**src/rtl/ps2_scan_rx.sv**
```systemverilog
// ps2_scan_rx: PS/2 keyboard receiver (filter, deframe, make/break event FIFO).
// Optional: define PS2_RX_PARITY_CHECK_EN to reject frames failing odd parity.
module ps2_scan_rx #(
   parameter int CODE_BYTES  = 2,
   parameter int FILTER_LEN  = 8,
   parameter int TIMEOUT_CYC = 100000,
   parameter int FIFO_DEPTH  = 8
) (
   input  logic                          clk,
   input  logic                          rst_n,
   input  logic                          ps2_clk,
   input  logic                          ps2_data,
   output logic [CODE_BYTES*8-1:0]       code,
   output logic                          byte_valid,
   output logic [7:0]                    byte_data,
   output logic                          ev_valid,
   input  logic                          ev_ready,
   output logic [9:0]                    ev_data,
   output logic [$clog2(FIFO_DEPTH):0]   fifo_count,
   output logic                          overflow,
   output logic                          frame_err
);
   localparam int CW = CODE_BYTES * 8;
   localparam int FW = $clog2(FILTER_LEN);
   localparam int TW = $clog2(TIMEOUT_CYC + 1);
   localparam int AW = $clog2(FIFO_DEPTH);

   typedef enum logic [1:0] {IDLE, DATA, PARITY, STOP} state_t;

   logic [1:0]    s1, s2, filt;
   logic [FW-1:0] fcnt [2];
   logic          clk_d, fall, din;
   state_t        state, state_nx;
   logic [TW-1:0] to_cnt;
   logic [2:0]    bit_cnt;
   logic [7:0]    shreg;
   logic          par, par_ok, timeout, accept, bad;
   logic          ext, brk, push, pop, wr, full;
   logic [9:0]    push_word;
   logic [9:0]    mem [FIFO_DEPTH];
   logic [AW-1:0] rp, wp;

   // two-flop synchroniser plus stability filter on both lines, idle high
   always_ff @(posedge clk or negedge rst_n)
      if (!rst_n) begin
         s1      <= '1;
         s2      <= '1;
         filt    <= '1;
         clk_d   <= 1'b1;
         fcnt[0] <= '0;
         fcnt[1] <= '0;
      end else begin
         s1    <= {ps2_clk, ps2_data};
         s2    <= s1;
         clk_d <= filt[1];
         for (int i = 0; i < 2; i++)
            if (s2[i] == filt[i])
               fcnt[i] <= '0;
            else if (fcnt[i] == FW'(FILTER_LEN - 1)) begin
               filt[i] <= s2[i];
               fcnt[i] <= '0;
            end else
               fcnt[i] <= fcnt[i] + 1'b1;
      end

   assign fall    = clk_d & ~filt[1];
   assign din     = filt[0];
   assign timeout = state != IDLE && !fall && to_cnt == TW'(TIMEOUT_CYC - 1);

`ifdef PS2_RX_PARITY_CHECK_EN
   assign par_ok = ^{shreg, par};
`else
   assign par_ok = par | 1'b1;
`endif

   // frame state register
   always_ff @(posedge clk or negedge rst_n)
      if (!rst_n) state <= IDLE;
      else        state <= state_nx;

   // frame sequencing on filtered clock falls, aborted by the inactivity timer
   always_comb begin
      state_nx = state;
      if (timeout)
         state_nx = IDLE;
      else if (fall)
         case (state)
            IDLE:    state_nx = din ? IDLE : DATA;
            DATA:    state_nx = bit_cnt == 3'd7 ? PARITY : DATA;
            PARITY:  state_nx = STOP;
            default: state_nx = IDLE;
         endcase
   end

   // stop-bit verdict: accept a clean frame, flag a bad one or a stall
   always_comb begin
      accept = state == STOP && fall && din && par_ok;
      bad    = timeout || (state == STOP && fall && !(din && par_ok));
   end

   // shift register, bit counter, parity capture and inactivity timer
   always_ff @(posedge clk or negedge rst_n)
      if (!rst_n) begin
         bit_cnt <= '0;
         shreg   <= '0;
         par     <= 1'b0;
         to_cnt  <= '0;
      end else begin
         to_cnt <= (state == IDLE || fall) ? '0 : to_cnt + 1'b1;
         if (fall && state == IDLE)
            bit_cnt <= '0;
         if (fall && state == DATA) begin
            shreg   <= {din, shreg[7:1]};
            bit_cnt <= bit_cnt + 1'b1;
         end
         if (fall && state == PARITY)
            par <= din;
      end

   // accepted byte outputs and the legacy raw-byte history
   always_ff @(posedge clk or negedge rst_n)
      if (!rst_n) begin
         byte_valid <= 1'b0;
         byte_data  <= '0;
         code       <= '0;
         frame_err  <= 1'b0;
      end else begin
         byte_valid <= accept;
         frame_err  <= bad;
         if (accept) begin
            byte_data <= shreg;
            code      <= CW'({code, shreg});
         end
      end

   assign push      = byte_valid && byte_data != 8'hE0 && byte_data != 8'hF0;
   assign push_word = {ext, brk, byte_data};

   // prefix flags accumulate until a non-prefix byte closes the event
   always_ff @(posedge clk or negedge rst_n)
      if (!rst_n) begin
         ext <= 1'b0;
         brk <= 1'b0;
      end else if (byte_valid) begin
         ext <= byte_data == 8'hE0 ? 1'b1 : (byte_data == 8'hF0 ? ext : 1'b0);
         brk <= byte_data == 8'hF0 ? 1'b1 : (byte_data == 8'hE0 ? brk : 1'b0);
      end

   assign full     = fifo_count == (AW + 1)'(FIFO_DEPTH);
   assign ev_valid = fifo_count != '0;
   assign pop      = ev_ready && ev_valid;
   assign wr       = push && (!full || pop);

   // event storage
   always_ff @(posedge clk)
      if (wr) mem[wp] <= push_word;

   // pointers, occupancy and a registered head that survives draining
   always_ff @(posedge clk or negedge rst_n)
      if (!rst_n) begin
         rp         <= '0;
         wp         <= '0;
         fifo_count <= '0;
         overflow   <= 1'b0;
         ev_data    <= '0;
      end else begin
         overflow   <= push && full && !pop;
         fifo_count <= fifo_count + (AW + 1)'(wr) - (AW + 1)'(pop);
         if (wr)  wp <= wp + 1'b1;
         if (pop) rp <= rp + 1'b1;
         if (pop && fifo_count > (AW + 1)'(1))
            ev_data <= mem[rp + 1'b1];
         else if (wr && (fifo_count == '0 || pop))
            ev_data <= push_word;
      end
endmodule

```
**config.mk**
```make
export PLATFORM = sky130hd
export DESIGN_NAME = ps2_scan_rx
export DESIGN_NICKNAME = d
export VERILOG_FILES = /design/src/rtl/ps2_scan_rx.sv
export SDC_FILE = /design/constraint.sdc
export NUM_CORES = 1
export LEC_CHECK = 0
export BUFFER_PORTS_ARGS = -buffer_cell sky130_fd_sc_hd__buf_2
export CELL_PAD_IN_SITES_DETAIL_PLACEMENT = 0
export CELL_PAD_IN_SITES_GLOBAL_PLACEMENT = 1
export CORE_MARGIN = 2
export CORE_UTILIZATION = 51
export DETAILED_ROUTE_END_ITERATION = 6
export HOLD_SLACK_MARGIN = 0.06
export PLACE_DENSITY_LB_ADDON = 0.2
export SLEW_MARGIN = 0
export SYNTH_ARGS = -nofsm -noshare
export SYNTH_HDL_FRONTEND = slang
export SYNTH_SLANG_ARGS = --single-unit
export TNS_END_PERCENT = 100
```
**constraint.sdc**
```tcl
create_clock -name clk -period 3.8 [get_ports clk]
set_clock_uncertainty 0.1 [all_clocks]
set_input_delay 0 -clock clk [delete_from_list [all_inputs] [get_ports clk]]
set_output_delay 0 -clock clk [all_outputs]
set_load 0.01 [all_outputs]
```
==> reports/metrics.yaml <==
yosys:
  ys_ff_latch: 164
  synth_edf_count: 80
  async_reset_ff_frac: 0.5122
  synthCells: 423
  netlist.top_cell.by_area: "edfxtp_1"
  synth_top_area_frac: 0.3580
  synth-main-ff-cell: "edfxtp_1"
  syn_avg_cell_area_um2: 15.86
  yosys-top-cells-area: "edfxtp_1 36%, dfrtp_1 29%, mux4_2 6.7%"
  ys_seq_area_frac: 0.6726
  yosysWarnings: 0
  synthDistinctLibCells: 45
  synth_nets: 444
  synth_area_mm2: 0.006710
setup_path:
  path_depth: 5
  path_max_fanout: 14
  slowest_delay_ps: 720
  cpMaxStageDelayCell: "nor3_1"
  critPathTopFamily: "simple AND/OR/NAND/NOR gates"
  path_buf_inv: 1
  ff2ff_path_depth: 5
  crit_path_end_kind: "flip-flop"
  worstSetupPathType: "flip-flop to flip-flop"
  cp.arrival_ps: 2700
  crit_path_start_kind: "flip-flop"
  crit_path_cell_trace: "nand4b_1, o41a_1, nand3_1, nor3_1, buf_4"
  crit_required_ps: 3840
power:
  power_frac_comb: 0.234
  swShare: 0.2753
  power-per-cell-area_mw_per_mm2: 665.1
  power_leakage_nw: 3.101
  peakVddDrop_mv: 0.3944
  p_clk_frac: 0.346
  switchingPower_w: 0.001432
  finalPower_w: 0.005202
  p_int_w: 0.003770
  seqPwrFrac: 0.420
clock_tree:
  clockRootBuffer: "clkbuf_16"
  clk_pin_slew_ps: 60
  clock-sinks: 164
  h-tree-depth: 4
  cts_tree: "done"
  clockBufferDepth: 2
  clock_latency_ps: 420
  cts_made_buffers: 17
placement:
  gp_congestion: 0.7751
  io_buffers: 46
  place_ws_ps: 1117
  dp_hpwl_mm: 8.045
  placed_cells: 635
  placed_cell_area_mm2: 0.007154
routing:
  remaining_drc_errors: 0
  vias: 3760
  drt-initial-drc-count: 305
  via_per_inst: 5.604
  wirelength_mm: 12.69
  routedWlPerCell_um: 18.92
  first_pass_iters: 4
  antenna_left: 0
global_route:
  grt_pass1_vias: 3832
  grt_usage: 0.1956
  antenna_found_initial: 0
  grt-ovfl-total: 0
  grt_start_max_net_pins: 85
  grt_pass1_wl_mm: 20.81
sta:
  period_minus_slack_ps: 2670
  setup_viol: 0
  timing.final.max_slew_violations: 0
  relSlewSlack: 0.2709
  finalHoldViolCount: 0
  worst_slew_pin_slew_ps: 1094
  rsz0062_at_grt: "false"
  layout_worst_path_cycle_share: 0.7026
  fmax_ghz: 0.3746
  tns_ps: 0
  postLayoutSetupSlackWorst_ps: 1130
final_layout:
  antennaDiodeCount: 0
  drive_above_1_share: 0.3186
  syn_to_final_growth_pct: 16.56
  final_cell_area_mm2: 0.007821
  fin_cells: 671
  fillCellCount: 1001
  nets: 507
floorplanning:
  core_mm2: 0.01272
  die_y_um: 118.7
  num_rows: 41
  dieArea_mm2: 0.01409
  ios: 47
  die_w_um: 118.7
  floorplan.initialDensity: 0.5274
min_path:
  min_path_type: "input port to flip-flop"
  worstHoldPathCells: 2
run:
  max-cap-violations: 0
status:
  status: "finished clean"
==> per-layer routing <==
metal / track usage / vias to the layer above / share of wire
met5: 0 / - / 0
met4: 0.05283 / 0 / 0.014
met3: 0.06322 / 14 / 0.047
met2: 0.3265 / 77 / 0.51
met1: 0.2468 / 1946 / 0.43
li1: - / 1723 / -
==> flip-flops by register name, summed over array words and instances (netlist names) <==
signal and count:
fcnt 6, fifo_count 4, filt 2, shreg 8, wp 3, to_cnt 17, brk 1, frame_err 1
s2 2, state 2, ev_data 10, byte_valid 1, rp 3, bit_cnt 3, s1 2, overflow 1
code 16, clk_d 1, mem 80, ext 1
==> what timing repair did <==
action | 4_1_cts | 5_1_grt
hold endpoints to repair | 81 | 0
buffers inserted | 0 | 0
gates resized for setup | 0 | 0
hold buffers | 4 | 0
==> layout by cell type, fill, tap and decap left out, types with 9 or more instances in the layout <==
master / count
edfxtp_1: 80
dfrtp_1: 77
buf_2: 45
mux2_2: 28
nor2_1: 25
nand2_1: 20
mux4_2: 20
clkbuf_16: 17
ha_1: 15
xnor2_1: 13
buf_4: 13
inv_1: 11
o22a_1: 10
o221a_2: 10
xor2_1: 9
==> cell usage after synthesis (8+ instances only) <==
| master | count |
|---|---|
| edfxtp_1 | 80 |
| dfrtp_1 | 77 |
| mux2_2 | 28 |
| nor2_1 | 25 |
| mux4_2 | 20 |
| nand2_1 | 20 |
| ha_1 | 15 |
| xnor2_1 | 13 |
| inv_1 | 11 |
| o221a_2 | 10 |
| o22a_1 | 10 |
| xor2_1 | 9 |
| a21oi_1 | 8 |
| buf_4 | 8 |
| clkbuf_1 | 8 |
| nand3_1 | 8 |
| nor3_1 | 8 |
| o21ai_0 | 8 |
==> kinds of logic after synthesis <==
| logic type | share of synthesized area |
|---|---|
| flops | 0.6726 |
| xor+xnor | 0.02872 |
| buf+inv | 0.02107 |
| fa+ha+maj | 0.03095 |
| simple gates | 0.07682 |
| mux | 0.1141 |
| compound gates | 0.05575 |
==> metrics by stage <==
| stage | hold slack (ps) | utilization |
|---|---|---|
| global route | 102.3 | 0.6148 |
| finish | 117.0 | 0.6148 |
| global placement | 7.459 | 0.5624 |
| CTS | 101.4 | 0.6148 |
| detailed placement | 6.140 | 0.5624 |
| floorplan | -395.6 | - |
==> final timing paths <==
kind | startpoint | to | slack, ps
max in group asynchronous | rst_n | code[15]$_DFFE_PN0P_ | 2670
setup reg to reg | code[0]$_DFFE_PN0P_ | mem[1][0]$_DFFE_PP_ | 1130
min in group asynchronous | rst_n | fcnt[2]$_DFF_PN0_ | 220
hold / removal | ps2_clk | s1[1]$_DFF_PN1_ | 120
setup / recovery | code[0]$_DFFE_PN0P_ | mem[1][0]$_DFFE_PP_ | 1130
hold reg to reg | s1[1]$_DFF_PN1_ | s2[1]$_DFF_PN1_ | 260
==> power groups by stage <==
stage,registers [W],logic [W],clock network (W)
floorplan,0.00222,0.000860,0
finish,0.00218,0.00122,0.00180
CTS,0.00219,0.00124,0.00183
global route,0.00221,0.00135,0.00191
detailed placement,0.00222,0.00124,0
global placement,0.00221,0.00121,0
==> layout make-up <==
class / count / area, um^2 / area share
Sequential cell: 164 / 4513 / 0.5770
Multi-Input combinational cell: 230 / 2062 / 0.2636
Clock buffer: 22 / 474.2 / 0.06063
Timing Repair Buffer: 62 / 362.8 / 0.04639
Tap cell: 172 / 215.2 / 0.02752
Clock inverter: 10 / 152.6 / 0.01952
Inverter: 11 / 41.29 / 0.005279
No activity file was read; power rests on OpenSTA's default activity.
